**src/rtl/parity_bus_master.sv**
```systemverilog
// Master-side controller for the parity-protected main bus.
// Issues single reads and writes, checks read parity, and retries after a parity error or timeout.
module parity_bus_master #(
  parameter int DATA_BUS_WIDTH = 32,
  parameter int ADDR_BUS_WIDTH = 8,
  parameter int TIMEOUT_CYCLES = 16,
  parameter int MAX_RETRIES    = 2
) (
  input  logic                      clock,
  input  logic                      reset,
  input  logic                      req_valid,
  output logic                      req_ready,
  input  logic                      req_rw,
  input  logic [ADDR_BUS_WIDTH-1:0] req_addr,
  input  logic [DATA_BUS_WIDTH-1:0] req_wdata,
  output logic                      rsp_valid,
  output logic [1:0]                rsp_status,
  output logic [DATA_BUS_WIDTH-1:0] rsp_rdata,
  output logic [ADDR_BUS_WIDTH-1:0] address,
  output logic [DATA_BUS_WIDTH-1:0] data_out,
  output logic                      data_oe,
  output logic                      parity_out,
  input  logic [DATA_BUS_WIDTH-1:0] data_in,
  input  logic                      parity_in,
  output logic                      RB,
  output logic                      WB,
  input  logic                      ack
);

  // state    | meaning
  // IDLE     | ready for a request, strobes low
  // WAIT_ACK | RB or WB high, waiting for the slave to raise ack
  // ACK_LOW  | strobes low, waiting for ack to fall, then retry or respond
  typedef enum logic [1:0] {IDLE, WAIT_ACK, ACK_LOW} state_t;

  localparam int TW = $clog2(TIMEOUT_CYCLES + 1);
  localparam int CW = (MAX_RETRIES > 0) ? $clog2(MAX_RETRIES + 1) : 1;
  localparam logic [TW-1:0] TIMER_LAST = TW'(TIMEOUT_CYCLES - 1);
  localparam logic [CW-1:0] RETRY_MAX  = CW'(MAX_RETRIES);
  localparam logic [1:0] ST_OK   = 2'b00;
  localparam logic [1:0] ST_PERR = 2'b01;
  localparam logic [1:0] ST_TMO  = 2'b10;

  state_t                    state_q, state_d;
  logic                      rw_q, rw_d;
  logic [DATA_BUS_WIDTH-1:0] wdata_q, wdata_d;
  logic [DATA_BUS_WIDTH-1:0] rbuf_q, rbuf_d;
  logic [1:0]                err_q, err_d;
  logic [TW-1:0]             timer_q, timer_d;
  logic [CW-1:0]             retry_q, retry_d;
  logic [ADDR_BUS_WIDTH-1:0] address_d;
  logic [DATA_BUS_WIDTH-1:0] data_out_d, rsp_rdata_d;
  logic                      data_oe_d, parity_out_d, rb_d, wb_d, rsp_valid_d;
  logic [1:0]                rsp_status_d;
  logic                      issue, issue_rw, done;
  logic [DATA_BUS_WIDTH-1:0] issue_wdata;
  logic [1:0]                final_err;

  assign req_ready = (state_q == IDLE);

  always_comb begin
    state_d      = state_q;
    rw_d         = rw_q;
    wdata_d      = wdata_q;
    rbuf_d       = rbuf_q;
    err_d        = err_q;
    timer_d      = timer_q;
    retry_d      = retry_q;
    address_d    = address;
    data_out_d   = data_out;
    data_oe_d    = data_oe;
    parity_out_d = parity_out;
    rb_d         = RB;
    wb_d         = WB;
    rsp_valid_d  = 1'b0;
    rsp_status_d = rsp_status;
    rsp_rdata_d  = rsp_rdata;
    issue        = 1'b0;
    issue_rw     = rw_q;
    issue_wdata  = wdata_q;
    done         = 1'b0;
    final_err    = err_q;

    case (state_q)
      IDLE: begin
        if (req_valid) begin
          rw_d        = req_rw;
          address_d   = req_addr;
          wdata_d     = req_wdata;
          retry_d     = '0;
          issue       = 1'b1;
          issue_rw    = req_rw;
          issue_wdata = req_wdata;
        end
      end
      WAIT_ACK: begin
        if (ack) begin
          rb_d         = 1'b0;
          wb_d         = 1'b0;
          data_oe_d    = 1'b0;
          parity_out_d = 1'b0;
          timer_d      = '0;
          state_d      = ACK_LOW;
          if (!rw_q) begin
            rbuf_d = data_in;
            err_d  = ((^data_in) != parity_in) ? ST_PERR : ST_OK;
          end
        end else if (timer_q == TIMER_LAST) begin
          rb_d         = 1'b0;
          wb_d         = 1'b0;
          data_oe_d    = 1'b0;
          parity_out_d = 1'b0;
          timer_d      = '0;
          err_d        = ST_TMO;
          state_d      = ACK_LOW;
        end else begin
          timer_d = timer_q + 1'b1;
        end
      end
      ACK_LOW: begin
        if (!ack) begin
          done = 1'b1;
        end else if (timer_q == TIMER_LAST) begin
          done      = 1'b1;
          final_err = ST_TMO;
        end else begin
          timer_d = timer_q + 1'b1;
        end
        if (done) begin
          if (final_err != ST_OK && retry_q < RETRY_MAX) begin
            retry_d = retry_q + 1'b1;
            issue   = 1'b1;
          end else begin
            state_d      = IDLE;
            rsp_valid_d  = 1'b1;
            rsp_status_d = final_err;
            rsp_rdata_d  = (!rw_q && final_err == ST_OK) ? rbuf_q : '0;
          end
        end
      end
      default: state_d = IDLE;
    endcase

    // A retry re-drives from the latched request; the ACK_LOW cycle is the strobe-low gap.
    if (issue) begin
      state_d      = WAIT_ACK;
      timer_d      = '0;
      err_d        = ST_OK;
      rb_d         = !issue_rw;
      wb_d         = issue_rw;
      data_oe_d    = issue_rw;
      parity_out_d = issue_rw & (^issue_wdata);
      if (issue_rw) data_out_d = issue_wdata;
    end
  end

  always_ff @(posedge clock) begin
    if (reset) begin
      state_q    <= IDLE;
      rw_q       <= 1'b0;
      wdata_q    <= '0;
      rbuf_q     <= '0;
      err_q      <= ST_OK;
      timer_q    <= '0;
      retry_q    <= '0;
      address    <= '0;
      data_out   <= '0;
      data_oe    <= 1'b0;
      parity_out <= 1'b0;
      RB         <= 1'b0;
      WB         <= 1'b0;
      rsp_valid  <= 1'b0;
      rsp_status <= ST_OK;
      rsp_rdata  <= '0;
    end else begin
      state_q    <= state_d;
      rw_q       <= rw_d;
      wdata_q    <= wdata_d;
      rbuf_q     <= rbuf_d;
      err_q      <= err_d;
      timer_q    <= timer_d;
      retry_q    <= retry_d;
      address    <= address_d;
      data_out   <= data_out_d;
      data_oe    <= data_oe_d;
      parity_out <= parity_out_d;
      RB         <= rb_d;
      WB         <= wb_d;
      rsp_valid  <= rsp_valid_d;
      rsp_status <= rsp_status_d;
      rsp_rdata  <= rsp_rdata_d;
    end
  end

endmodule

```
**config.mk**
```make
export PLATFORM = sky130hd
export DESIGN_NAME = parity_bus_master
export DESIGN_NICKNAME = d
export VERILOG_FILES = /design/src/rtl/parity_bus_master.sv
export SDC_FILE = /design/constraint.sdc
export NUM_CORES = 1
export LEC_CHECK = 0
export BUFFER_PORTS_ARGS = -buffer_cell sky130_fd_sc_hd__buf_2
export CELL_PAD_IN_SITES_DETAIL_PLACEMENT = 0
export CELL_PAD_IN_SITES_GLOBAL_PLACEMENT = 1
export CORE_MARGIN = 1.5
export CORE_UTILIZATION = 24
export CTS_CLUSTER_SIZE = 20
export DETAILED_ROUTE_END_ITERATION = 16
export GPL_TIMING_DRIVEN = 0
export PLACE_DENSITY_LB_ADDON = 0.1
export SLEW_MARGIN = 20
export SYNTH_ARGS = -nofsm -noshare
export SYNTH_HDL_FRONTEND = slang
export SYNTH_SLANG_ARGS = --single-unit
```
**constraint.sdc**
```tcl
create_clock -name clock -period 6.4 [get_ports clock]
set_input_delay 0 -clock clock [delete_from_list [all_inputs] [get_ports clock]]
set_output_delay 0 -clock clock [all_outputs]
set_load 0.005 [all_outputs]
```
==> flow_summary.json <==
{
  "maxSlewViolCount": 0,
  "worstSkewPairLatency_ns": 0.42,
  "clock_power_share": 0.391,
  "combinationalPowerShare": 0.187,
  "synthToLayoutAreaGrowth_pct": 39.9,
  "worst_ep_required_time_ns": 6.76,
  "synth.ff_latch_count": 154,
  "async_set_or_reset_register_ratio_after_synthesis": 0,
  "yosysWarnings": 0,
  "rsz0062_at_grt": "no",
  "cts_buffers": 17,
  "via_count": 5390,
  "vias_per_cell": 4.27,
  "timing.critical_path.from_type": "register",
  "max-clock-path-buffers": 2,
  "setup_viol_count_final": 0,
  "hold_violations": 0,
  "timing.max_slew.rel_slack": 0.529,
  "ys_top_cells_by_area": "sky130_fd_sc_hd__dfxtp_1, sky130_fd_sc_hd__xnor2_1, sky130_fd_sc_hd__nand2_1",
  "min_period_ns": 2.79,
  "floorplan.die.width_um": 164,
  "ctsRootBufferMaster": "sky130_fd_sc_hd__clkbuf_16",
  "leading_cell_type_in_the_layout_fill_and_taps_excluded": "sky130_fd_sc_hd__buf_2",
  "seqPwrFrac": 0.422,
  "drc": 0,
  "critical_path.startpoint": "timer_q[0]",
  "tritoncts": "done",
  "detailedRoute.firstIterationViolations": 222,
  "top_level_ports": 158,
  "p_switching_w": 0.000668,
  "drv.max_cap_violation_count": 0,
  "first_global_vias": 5566,
  "tightest_slew_ns": 0.699,
  "p_per_area_nw_per_um2": 281,
  "yosysSeqAreaShare": 0.494,
  "cts_num_sinks": 154,
  "worstSetupEndpoint": "rsp_rdata[26]",
  "critical_path.max_fanout": 10,
  "synth.distinct_cells": 43,
  "run_status": "finished clean",
  "maximum_ir_drop_on_the_vdd_rail_mv": 0.152,
  "dp_hpwl_um": 14100,
  "synth_flop_cell": "sky130_fd_sc_hd__dfxtp_1",
  "antenna_diode_instance_count": 0,
  "floorplan.die_area_um2": 27000,
  "critical_path_class": "reg2reg",
  "timing.reg2reg.worst_path_depth": 10,
  "final_min_period_over_clock_period": 0.436,
  "drt_pass1_iterations": 4,
  "final_cell_mix": "sky130_fd_sc_hd__buf_2, sky130_fd_sc_hd__dfxtp_1, sky130_fd_sc_hd__nand2_1, sky130_fd_sc_hd__xnor2_1, sky130_fd_sc_hd__dlygate4sd3_1",
  "internal_power_w": 0.00178,
  "maximum_number_of_pins_on_one_net_before_global_route_repair": 17,
  "power.share.switching": 0.272,
  "fin_worst_skew_ns": 0.0127,
  "crit-reg2reg-launch": "timer_q[0]",
  "global_route.usage.total": 0.144,
  "post_cts_resize_count": 0,
  "grt_overflow": 0,
  "synth-edff-count": 0,
  "synthesis.nets": 752,
  "placeableCoreArea_um2": 25300,
  "endpoint_kind": "register",
  "synthDominantAreaCellType": "sky130_fd_sc_hd__dfxtp_1",
  "rows": 58,
  "synth.cell_area_um2": 6240,
  "synth_largest_type_area_fraction": 0.494,
  "final_nets": 1002,
  "ff2ff_setup_slack_ns": 3.61,
  "grt_first_pass_wirelength_um": 29500,
  "wl_um": 19000,
  "placed_standard_cell_area_um2": 7440,
  "initial_antenna_violation_count": 0,
  "initial_utilization": 0.246,
  "ctsHtreeMaxLevel": 4,
  "total_leakage_power_nw": 3.59,
  "syn_inst": 671,
  "worstReg2RegEnd": "rsp_rdata[26]",
  "weighted_congestion_at_the_end_of_routability_driven_global_placement": 0.745,
  "postSynthAreaPerCell_um2": 9.30,
  "drtAntennaViolNets": 0,
  "fmaxAchievable_mhz": 358,
  "total_neg_setup_slack_ns": 0,
  "cts.clk_slew.worst_paths_ns": 0.06,
  "worst_ep_arrival_time_ns": 3.15,
  "final_area_um2": 8730,
  "drive_gt1_frac": 0.224,
  "min-delay-path-class": "in2reg",
  "numPortBuffers": 157,
  "route.detailed.wl_per_inst_um": 15.1,
  "die_height_um": 164
}
-- cells in the mapped netlist, types with 2 or more instances --
master / n
sky130_fd_sc_hd__dfxtp_1: 154
sky130_fd_sc_hd__nand2_1: 110
sky130_fd_sc_hd__xnor2_1: 82
sky130_fd_sc_hd__nor2_1: 73
sky130_fd_sc_hd__a21oi_1: 58
sky130_fd_sc_hd__a22o_1: 33
sky130_fd_sc_hd__a211oi_1: 27
sky130_fd_sc_hd__mux2i_1: 25
sky130_fd_sc_hd__clkbuf_1: 23
sky130_fd_sc_hd__buf_2: 12
sky130_fd_sc_hd__xor2_1: 11
sky130_fd_sc_hd__o22a_1: 8
sky130_fd_sc_hd__o21ai_0: 7
sky130_fd_sc_hd__buf_4: 6
sky130_fd_sc_hd__ha_1: 3
sky130_fd_sc_hd__inv_1: 3
sky130_fd_sc_hd__nand2b_1: 3
sky130_fd_sc_hd__a22oi_1: 2
sky130_fd_sc_hd__and2_1: 2
sky130_fd_sc_hd__nand3_1: 2
sky130_fd_sc_hd__nor2b_1: 2
sky130_fd_sc_hd__nor3_1: 2
sky130_fd_sc_hd__nor3b_1: 2
sky130_fd_sc_hd__o22ai_1: 2
-- stage by stage --
step           utilization  total power [W]  worst slack (ns)  hold slack [ns]  std cells
5_1_grt              0.345          0.00257              3.32           0.0202       1262
3_5_place_dp         0.294          0.00149              3.62            0.251       1158
2_1_floorplan            -          0.00134              4.21            0.136        671
4_1_cts              0.345          0.00249              3.59           0.0121       1262
6_report             0.345          0.00245              3.61           0.0262       1262
3_3_place_gp         0.294          0.00148              3.66            0.242       1158
-- area by class of cell --
| type | instances | area [um^2] |
|---|---|---|
| plain buffers | 42 | 195 |
| clock buffers | 20 | 457 |
| clock inverters | 10 | 95.1 |
| fillers | 2683 | 16600 |
| inverters | 3 | 11.3 |
| multi-input cells | 472 | 2950 |
| flip-flops and latches | 154 | 3080 |
| well taps | 330 | 413 |
| repair buffers | 231 | 1530 |
-- worst min-delay path by stage --
stage	from	to	slack [ns]	cells after the start
CTS	reset	rsp_rdata[2]	0.01	3
global route	reset	rsp_rdata[31]	0.02	3
global placement	req_addr[1]	address[1]	0.24	3
floorplan	data_in[0]	rbuf_q[0]	0.14	2
finish	reset	rsp_rdata[2]	0.03	3
detailed placement	req_addr[3]	address[3]	0.25	3
-- routing by layer --
layer | share of wire | global-route usage
met5 | 0 | 0
met4 | 0.0093 | 0.0388
met3 | 0.055 | 0.0409
met2 | 0.47 | 0.246
met1 | 0.46 | 0.176
-- worst max-delay path: stages, from the launching register on --
cell	delay, ns
sky130_fd_sc_hd__dfxtp_1	0.43
sky130_fd_sc_hd__ha_1	0.22
sky130_fd_sc_hd__and3_1	0.20
sky130_fd_sc_hd__ha_1	0.16
sky130_fd_sc_hd__buf_4	0.16
sky130_fd_sc_hd__nand2_1	0.09
sky130_fd_sc_hd__a21oi_2	0.25
sky130_fd_sc_hd__nor3_1	0.13
sky130_fd_sc_hd__nor2_1	0.36
sky130_fd_sc_hd__clkbuf_1	0.48
sky130_fd_sc_hd__a22o_1	0.23
-- state kept, by name (all words and copies together) (netlist names) --
signal      cells
err_q           2
wdata_q        32
address         8
timer_q         5
rbuf_q         32
retry_q         2
rsp_rdata      32
rw_q            1
RB              1
rsp_status      2
data_out       32
WB              1
state_q         2
rsp_valid       1
parity_out      1
-- power by group through the flow --
stage	Clock [W]	Sequential [W]	Combinational, W
6_report	0.000959	0.00103	0.000459
5_1_grt	0.00103	0.00104	0.000505
4_1_cts	0.000988	0.00103	0.000470
3_5_place_dp	0	0.00106	0.000432
3_3_place_gp	0	0.00105	0.000430
2_1_floorplan	0	0.00105	0.000287
-- cell families (layout without fill, tap and decap cells) --
kind of cell,after synthesis,in the layout,share of synthesized area
fa+ha+maj,3,3,0.00602
flops,154,154,0.494
mux,25,25,0.0401
xor+xnor,94,94,0.134
compound gates,144,144,0.156
buf+inv,45,306,0.0331
simple gates,206,206,0.137
-- repair_timing --
item,4_1_cts,5_1_grt
hold buffers,74,0
buffers inserted,0,0
hold endpoints to repair,81,0
No activity file was read; power rests on OpenSTA's default activity.
